File: src/rtl/fib_pkg.sv
// Shared types and defaults for the Fibonacci job sequencer slice.
package fib_pkg;

   localparam int FIB_WIDTH       = 32;
   localparam int FIB_DEPTH_DEF   = 4;
   localparam int FIB_TIMEOUT_DEF = 4096;

   typedef struct packed {
      logic [FIB_WIDTH-1:0] n;
      logic [FIB_WIDTH-1:0] a;
      logic [FIB_WIDTH-1:0] b;
   } job_t;

   typedef enum logic [1:0] {
      IDLE  = 2'd0,
      ISSUE = 2'd1,
      WAIT  = 2'd2,
      HOLD  = 2'd3
   } seq_state_e;

endpackage

File: src/rtl/fib_job_sequencer_if.sv
// Host job input, core handshake and result output of the job sequencer.
interface fib_job_sequencer_if #(
   parameter int WIDTH = fib_pkg::FIB_WIDTH
);
   logic             in_valid;
   logic             in_ready;
   logic [WIDTH-1:0] in_n;
   logic [WIDTH-1:0] in_a;
   logic [WIDTH-1:0] in_b;
   logic             core_r_enable;
   logic [WIDTH-1:0] core_n;
   logic [WIDTH-1:0] core_a;
   logic [WIDTH-1:0] core_b;
   logic             core_w_enable;
   logic [WIDTH-1:0] core_result;
   logic             out_valid;
   logic             out_ready;
   logic [WIDTH-1:0] out_result;
   logic [WIDTH-1:0] out_n;
   logic             out_timeout;
   logic             busy;
   logic [15:0]      jobs_done;

   // Environment side: host, Fibonacci core and result consumer.
   modport master (
      output in_valid, in_n, in_a, in_b, core_w_enable, core_result, out_ready,
      input  in_ready, core_r_enable, core_n, core_a, core_b,
             out_valid, out_result, out_n, out_timeout, busy, jobs_done
   );

   modport slave (
      input  in_valid, in_n, in_a, in_b, core_w_enable, core_result, out_ready,
      output in_ready, core_r_enable, core_n, core_a, core_b,
             out_valid, out_result, out_n, out_timeout, busy, jobs_done
   );
endinterface

File: src/rtl/fib_job_fifo.sv
// Job descriptor FIFO; pointers carry a wrap bit to tell full from empty.
module fib_job_fifo
   import fib_pkg::*;
#(
   parameter int DEPTH = FIB_DEPTH_DEF
) (
   input  logic                   clk,
   input  logic                   rst,
   input  logic                   i_push,
   input  logic                   i_pop,
   input  job_t                   i_data,
   output job_t                   o_data,
   output logic                   o_full,
   output logic                   o_empty,
   output logic [$clog2(DEPTH):0] o_count
);
   localparam int AW = $clog2(DEPTH);

   logic [AW:0] r_wr_ptr;
   logic [AW:0] r_rd_ptr;
   job_t        r_mem [DEPTH];
   logic        w_wr_en;
   logic        w_rd_en;

   assign o_empty = (r_wr_ptr == r_rd_ptr);
   assign o_full  = (r_wr_ptr[AW-1:0] == r_rd_ptr[AW-1:0]) && (r_wr_ptr[AW] != r_rd_ptr[AW]);
   assign o_count = r_wr_ptr - r_rd_ptr;
   assign w_wr_en = i_push & ~o_full;
   assign w_rd_en = i_pop & ~o_empty;
   assign o_data  = r_mem[r_rd_ptr[AW-1:0]];

   always_ff @(posedge clk or posedge rst) begin
      if (rst) begin
         r_wr_ptr <= '0;
         r_rd_ptr <= '0;
      end else begin
         if (w_wr_en) r_wr_ptr <= r_wr_ptr + {{AW{1'b0}}, 1'b1};
         if (w_rd_en) r_rd_ptr <= r_rd_ptr + {{AW{1'b0}}, 1'b1};
      end
   end

   always_ff @(posedge clk) begin
      if (w_wr_en) r_mem[r_wr_ptr[AW-1:0]] <= i_data;
   end
endmodule

File: src/rtl/fib_job_sequencer.sv
// Feeds queued (n, a, b) jobs to the Fibonacci core one at a time and returns
// each result, abandoning jobs the core never finishes.
//
//   state | meaning
//   IDLE  | waiting for a queued job; head is loaded into core operands on exit
//   ISSUE | one-cycle start pulse to the core, watchdog cleared
//   WAIT  | waiting for a fresh rising edge of core_w_enable or watchdog expiry
//   HOLD  | result presented until the consumer accepts it
module fib_job_sequencer
   import fib_pkg::*;
#(
   parameter int WIDTH   = FIB_WIDTH,
   parameter int DEPTH   = FIB_DEPTH_DEF,
   parameter int TIMEOUT = FIB_TIMEOUT_DEF
) (
   input logic                clk,
   input logic                rst,
   fib_job_sequencer_if.slave bus
);
   localparam logic [1:0] ST_IDLE  = IDLE;
   localparam logic [1:0] ST_ISSUE = ISSUE;
   localparam logic [1:0] ST_WAIT  = WAIT;
   localparam logic [1:0] ST_HOLD  = HOLD;

   localparam int             WD_W    = $clog2(TIMEOUT + 1);
   localparam logic [WD_W-1:0] WD_LAST = WD_W'(TIMEOUT - 1);

   logic [1:0]             r_state;
   logic                   r_w_q;
   logic [WD_W-1:0]        r_wd;
   logic [WIDTH-1:0]       r_core_n;
   logic [WIDTH-1:0]       r_core_a;
   logic [WIDTH-1:0]       r_core_b;
   logic [WIDTH-1:0]       r_out_result;
   logic [WIDTH-1:0]       r_out_n;
   logic                   r_out_timeout;
   logic [15:0]            r_jobs_done;

   job_t                   w_in_job;
   job_t                   w_head;
   logic                   w_fifo_full;
   logic                   w_fifo_empty;
   logic [$clog2(DEPTH):0] w_fifo_count;
   logic                   w_push;
   logic                   w_pop;
   logic                   w_done;
   logic [WD_W-1:0]        w_wd_next;
   logic                   w_expire;

   assign w_in_job = '{n: bus.in_n, a: bus.in_a, b: bus.in_b};
   assign w_push   = bus.in_valid & ~w_fifo_full;
   assign w_pop    = (r_state == ST_IDLE) & ~w_fifo_empty;

   fib_job_fifo #(.DEPTH(DEPTH)) u_fifo (
      .clk     (clk),
      .rst     (rst),
      .i_push  (w_push),
      .i_pop   (w_pop),
      .i_data  (w_in_job),
      .o_data  (w_head),
      .o_full  (w_fifo_full),
      .o_empty (w_fifo_empty),
      .o_count (w_fifo_count)
   );

   assign w_done    = bus.core_w_enable & ~r_w_q;
   assign w_wd_next = r_wd + {{(WD_W-1){1'b0}}, 1'b1};
   // Expiry is judged on the incremented count so the result lands exactly
   // TIMEOUT cycles after the start pulse.
   assign w_expire  = (w_wd_next == WD_LAST);

   always_ff @(posedge clk or posedge rst) begin
      if (rst) begin
         r_state       <= ST_IDLE;
         r_w_q         <= 1'b0;
         r_wd          <= '0;
         r_core_n      <= '0;
         r_core_a      <= '0;
         r_core_b      <= '0;
         r_out_result  <= '0;
         r_out_n       <= '0;
         r_out_timeout <= 1'b0;
         r_jobs_done   <= '0;
      end else begin
         r_w_q <= bus.core_w_enable;
         case (r_state)
            ST_IDLE: begin
               if (w_pop) begin
                  r_core_n <= w_head.n;
                  r_core_a <= w_head.a;
                  r_core_b <= w_head.b;
                  r_state  <= ST_ISSUE;
               end
            end
            ST_ISSUE: begin
               r_wd    <= '0;
               r_state <= ST_WAIT;
            end
            ST_WAIT: begin
               if (w_done) begin
                  r_out_result  <= bus.core_result;
                  r_out_n       <= r_core_n;
                  r_out_timeout <= 1'b0;
                  r_state       <= ST_HOLD;
               end else if (w_expire) begin
                  r_out_result  <= '0;
                  r_out_n       <= r_core_n;
                  r_out_timeout <= 1'b1;
                  r_state       <= ST_HOLD;
               end else begin
                  r_wd <= w_wd_next;
               end
            end
            ST_HOLD: begin
               if (bus.out_ready) begin
                  if (!r_out_timeout) r_jobs_done <= r_jobs_done + 16'd1;
                  r_state <= ST_IDLE;
               end
            end
            default: r_state <= ST_IDLE;
         endcase
      end
   end

   assign bus.in_ready      = ~w_fifo_full;
   assign bus.core_r_enable = (r_state == ST_ISSUE);
   assign bus.core_n        = r_core_n;
   assign bus.core_a        = r_core_a;
   assign bus.core_b        = r_core_b;
   assign bus.out_valid     = (r_state == ST_HOLD);
   assign bus.out_result    = r_out_result;
   assign bus.out_n         = r_out_n;
   assign bus.out_timeout   = r_out_timeout;
   assign bus.busy          = (r_state != ST_IDLE) | (w_fifo_count != '0);
   assign bus.jobs_done     = r_jobs_done;
endmodule

File: src/flat_wrapper.sv
// flat-port wrapper written by rule: the top's interface ports become plain ports
module fib_job_sequencer_flat import fib_pkg::*;
#(
   parameter int WIDTH   = FIB_WIDTH,
   parameter int DEPTH   = FIB_DEPTH_DEF,
   parameter int TIMEOUT = FIB_TIMEOUT_DEF
)
  (clk, rst, bus_in_valid, bus_in_n, bus_in_a, bus_in_b, bus_core_w_enable, bus_core_result, bus_out_ready, bus_in_ready, bus_core_r_enable, bus_core_n, bus_core_a, bus_core_b, bus_out_valid, bus_out_result, bus_out_n, bus_out_timeout, bus_busy, bus_jobs_done);
  fib_job_sequencer_if #(.WIDTH(WIDTH)) bus_i ();
  input logic clk;
  input logic rst;
  input wire logic [$bits(bus_i.in_valid)-1:0] bus_in_valid;
  input wire logic [$bits(bus_i.in_n)-1:0] bus_in_n;
  input wire logic [$bits(bus_i.in_a)-1:0] bus_in_a;
  input wire logic [$bits(bus_i.in_b)-1:0] bus_in_b;
  input wire logic [$bits(bus_i.core_w_enable)-1:0] bus_core_w_enable;
  input wire logic [$bits(bus_i.core_result)-1:0] bus_core_result;
  input wire logic [$bits(bus_i.out_ready)-1:0] bus_out_ready;
  output wire logic [$bits(bus_i.in_ready)-1:0] bus_in_ready;
  output wire logic [$bits(bus_i.core_r_enable)-1:0] bus_core_r_enable;
  output wire logic [$bits(bus_i.core_n)-1:0] bus_core_n;
  output wire logic [$bits(bus_i.core_a)-1:0] bus_core_a;
  output wire logic [$bits(bus_i.core_b)-1:0] bus_core_b;
  output wire logic [$bits(bus_i.out_valid)-1:0] bus_out_valid;
  output wire logic [$bits(bus_i.out_result)-1:0] bus_out_result;
  output wire logic [$bits(bus_i.out_n)-1:0] bus_out_n;
  output wire logic [$bits(bus_i.out_timeout)-1:0] bus_out_timeout;
  output wire logic [$bits(bus_i.busy)-1:0] bus_busy;
  output wire logic [$bits(bus_i.jobs_done)-1:0] bus_jobs_done;
  assign bus_i.in_valid = bus_in_valid;
  assign bus_i.in_n = bus_in_n;
  assign bus_i.in_a = bus_in_a;
  assign bus_i.in_b = bus_in_b;
  assign bus_i.core_w_enable = bus_core_w_enable;
  assign bus_i.core_result = bus_core_result;
  assign bus_i.out_ready = bus_out_ready;
  assign bus_in_ready = bus_i.in_ready;
  assign bus_core_r_enable = bus_i.core_r_enable;
  assign bus_core_n = bus_i.core_n;
  assign bus_core_a = bus_i.core_a;
  assign bus_core_b = bus_i.core_b;
  assign bus_out_valid = bus_i.out_valid;
  assign bus_out_result = bus_i.out_result;
  assign bus_out_n = bus_i.out_n;
  assign bus_out_timeout = bus_i.out_timeout;
  assign bus_busy = bus_i.busy;
  assign bus_jobs_done = bus_i.jobs_done;
  fib_job_sequencer #(.WIDTH(WIDTH), .DEPTH(DEPTH), .TIMEOUT(TIMEOUT)) u_core (.clk(clk), .rst(rst), .bus(bus_i));
endmodule
File: config.mk
export PLATFORM = sky130hd
export DESIGN_NAME = fib_job_sequencer_flat
export DESIGN_NICKNAME = d
export VERILOG_FILES = /design/src/rtl/fib_pkg.sv /design/src/rtl/fib_job_sequencer_if.sv /design/src/rtl/fib_job_fifo.sv /design/src/rtl/fib_job_sequencer.sv /design/src/flat_wrapper.sv
export SDC_FILE = /design/constraint.sdc
export NUM_CORES = 1
export LEC_CHECK = 0
export CAP_MARGIN = 20
export CORE_ASPECT_RATIO = 1.75
export CORE_MARGIN = 4
export CORE_UTILIZATION = 49
export CTS_CLUSTER_DIAMETER = 60
export DETAILED_ROUTE_END_ITERATION = 7
export MAX_ROUTING_LAYER = met4
export PLACE_DENSITY = 0.76
export SYNTH_ARGS = -nofsm -noshare
export SYNTH_HDL_FRONTEND = slang
export SYNTH_SLANG_ARGS = --single-unit
File: constraint.sdc
create_clock -name clk -period 6.25 [get_ports clk]
set_input_delay 0.625 -clock clk [delete_from_list [all_inputs] [get_ports clk]]
set_output_delay 0.625 -clock clk [all_outputs]
set_load 0.005 [all_outputs]
==> impl_metrics.json <==
{
  "status": "finished clean",
  "peakVddDrop_v": 0.0003486,
  "crit_chain": "ha_1 -> fa_1 -> xnor2_1 -> nand4_1 -> clkdlybuf4s50_1",
  "postCtsHoldBufs": 0,
  "max_freq_mhz": 291.3,
  "min_path_type": "reg -> reg",
  "synth_area_um2": 21760,
  "htreeDepth": 2,
  "finalSetupViolations": 0,
  "cts_setup_buffers": 0,
  "die_y_um": 286.8,
  "start_util_pct": 49.91,
  "p_total_mw": 13.42,
  "cts_root_buffer": "clkbuf_16",
  "final_nets": 1524,
  "routedWlPerCell_um": 23.82,
  "ys.flop_type": "edfxtp_1",
  "yosys.cell_types.count": 48,
  "rows": 101,
  "cts_tree": "done",
  "syn_to_final_growth_pct": 25.43,
  "synth_edf_count": 384,
  "arrival_ps": 2810,
  "utilization_pct": 62.60,
  "wl_um": 47360,
  "dieArea_um2": 47970,
  "synthCells": 1043,
  "clkTransAtPathRegs_ps": 70,
  "cp_slowest_cell": "dfrtp_4",
  "place_area_um2": 25540,
  "fin_worst_hold_slack_ps": 477.6,
  "ys_seq_area_share_pct": 75.88,
  "worstPathRequired_ps": 5620,
  "drive_gt1_share_pct": 23.38,
  "leakagePower_nw": 9.890,
  "max_slew_margin_pct": 27.93,
  "period_share_pct": 54.93,
  "maxCapViolCount": 0,
  "ys_warn_count": 0,
  "vias_per_cell": 5.538,
  "drt_iter0_drc": 598,
  "antenna_found_initial": 6,
  "num_vias": 11010,
  "synth-async-reset-ratio_pct": 34.13,
  "critPathMaxFanout": 21,
  "nFillCells": 3071,
  "syn_area_per_cell_um2": 20.86,
  "place_inst": 1888,
  "die_w_um": 167.3,
  "tns_ps": 0,
  "worst_pin_slew_ps": 1081,
  "grt_pass1_wl_um": 72530,
  "hpwlAfterDp_um": 30530,
  "setup_ws_ps": 2817,
  "startpoint_type": "flop",
  "track_usage_pct": 20.19,
  "critPathKind": "reg -> out",
  "synthesis.nets": 1191,
  "finClkSkew_ps": 15.17,
  "layout_common_cells": "edfxtp_1, clkdlybuf4s50_1, dfrtp_1",
  "synth_seq_cells": 583,
  "boundaryPins": 314,
  "dp_slack_ps": 2770,
  "cts_buffers": 51,
  "worst_path_largest_cell_delay_ps": 660,
  "core_um2": 43600,
  "cts_resized": 0,
  "antenna_left": 0,
  "slew_viol_final": 0,
  "drc": 0,
  "grt_max_degree": 120,
  "place_congestion": 0.8090,
  "final_cells": 1988,
  "io_buffers": 313,
  "rsz0062_at_grt": "no",
  "overflow": 0,
  "powerDensity_nw_per_um2": 491.6,
  "mostFrequentLayoutCell": "edfxtp_1",
  "cts_num_sinks": 583,
  "clock_path_buffers": 3,
  "first_global_vias": 11900,
  "hold_viol_final": 0,
  "clk_latency_ps": 570,
  "final_area_um2": 27290,
  "fin_crit_ps": 3433,
  "critPathCaptureType": "output port",
  "first_pass_iters": 5
}
## cells by family after synthesis
kind of cell               synth area share (%)
and+or+nand+nor                           1.967
DFF                                       75.88
adders and majority gates                0.8971
muxes                                     16.88
buffers and inverters                     1.185
AOI/OAI and AO/OA                         2.266
xor gates and xnor gates                 0.9259
## metal layers
layer	track usage, %	share of wire [%]	vias up
li1	-	-	4818
met1	23.31	36	5750
met2	36.02	56	364
met3	3.308	5.2	77
met4	6.701	2.9	0
met5	-	0	-
## worst max-delay path: cells and delay by family (launching register included)
| kind | cells | cell delay, ps |
|---|---|---|
| adders and majority gates | 2 | 660 |
| xor gates and xnor gates | 1 | 170 |
| and+or+nand+nor | 1 | 230 |
| buffers and inverters | 1 | 540 |
| DFF | 1 | 660 |
## power breakdown
group / leakage (nW) / switching (mW) / total, mW / internal [mW]
clock: 0.846 / 1.34 / 3.16 / 1.83
sequential: 5.93 / 0.641 / 5.99 / 5.35
combinational: 3.11 / 1.76 / 4.26 / 2.50
## Yosys cell counts, drive strengths merged (9+ instances only)
cell | number | area, µm²
edfxtp | 384 | 11530
dfrtp | 199 | 4980
mux2 | 130 | 1490
mux4 | 96 | 2162
a22o | 34 | 297.8
buf | 27 | 145.1
clkbuf | 19 | 71.32
ha | 14 | 175.2
nand2 | 14 | 52.55
nand3 | 14 | 70.07
xnor2 | 14 | 122.6
o21ai | 12 | 63.81
inv | 11 | 41.29
and3 | 10 | 62.56
xor2 | 9 | 78.83
## layout make-up
class | count | area (µm²) | area share [%]
inverter | 11 | 48.80 | 0.1788
tap | 566 | 708.2 | 2.595
multi-input combinational | 403 | 5031 | 18.43
clock inverter | 21 | 220.2 | 0.8069
timing repair buffer | 326 | 3263 | 11.96
clock buffer | 72 | 1486 | 5.447
sequential | 583 | 16520 | 60.53
antenna | 6 | 15.01 | 0.05502
## state kept, by name, indices dropped and copies added (netlist names), 2 cells and up
| signal | count |
|---|---|
| u_core.r_state | 2 |
| u_core.bus.out_n | 32 |
| u_core.bus.out_result | 32 |
| u_core.u_fifo.r_mem | 384 |
| u_core.bus.core_n | 32 |
| u_core.bus.core_b | 32 |
| u_core.u_fifo.r_wr_ptr | 3 |
| u_core.bus.jobs_done | 16 |
| u_core.bus.core_a | 32 |
| u_core.r_wd | 13 |
| u_core.u_fifo.r_rd_ptr | 3 |
## worst paths after layout
path / to / cells past startpoint / from / slack [ps]
hold reg to reg: u_core.bus.jobs_done[15]$_DFFE_PP0P_ / 1 / u_core.bus.jobs_done[15]$_DFFE_PP0P_ / 480
max in group asynchronous: u_core.bus.out_result[11]$_DFFE_PP0P_ / 3 / rst / 4580
setup / recovery: bus_busy / 5 / u_core.u_fifo.r_rd_ptr[0]$_DFFE_PP0P_ / 2820
min in group asynchronous: u_core.bus.out_result[20]$_DFFE_PP0P_ / 2 / rst / 560
hold / removal: u_core.bus.jobs_done[15]$_DFFE_PP0P_ / 1 / u_core.bus.jobs_done[15]$_DFFE_PP0P_ / 480
setup reg to reg: u_core.u_fifo.r_mem[3][51]$_DFFE_PP_ / 5 / u_core.u_fifo.r_rd_ptr[1]$_DFFE_PP0P_ / 2820
Power figures use the tool's default switching activity.
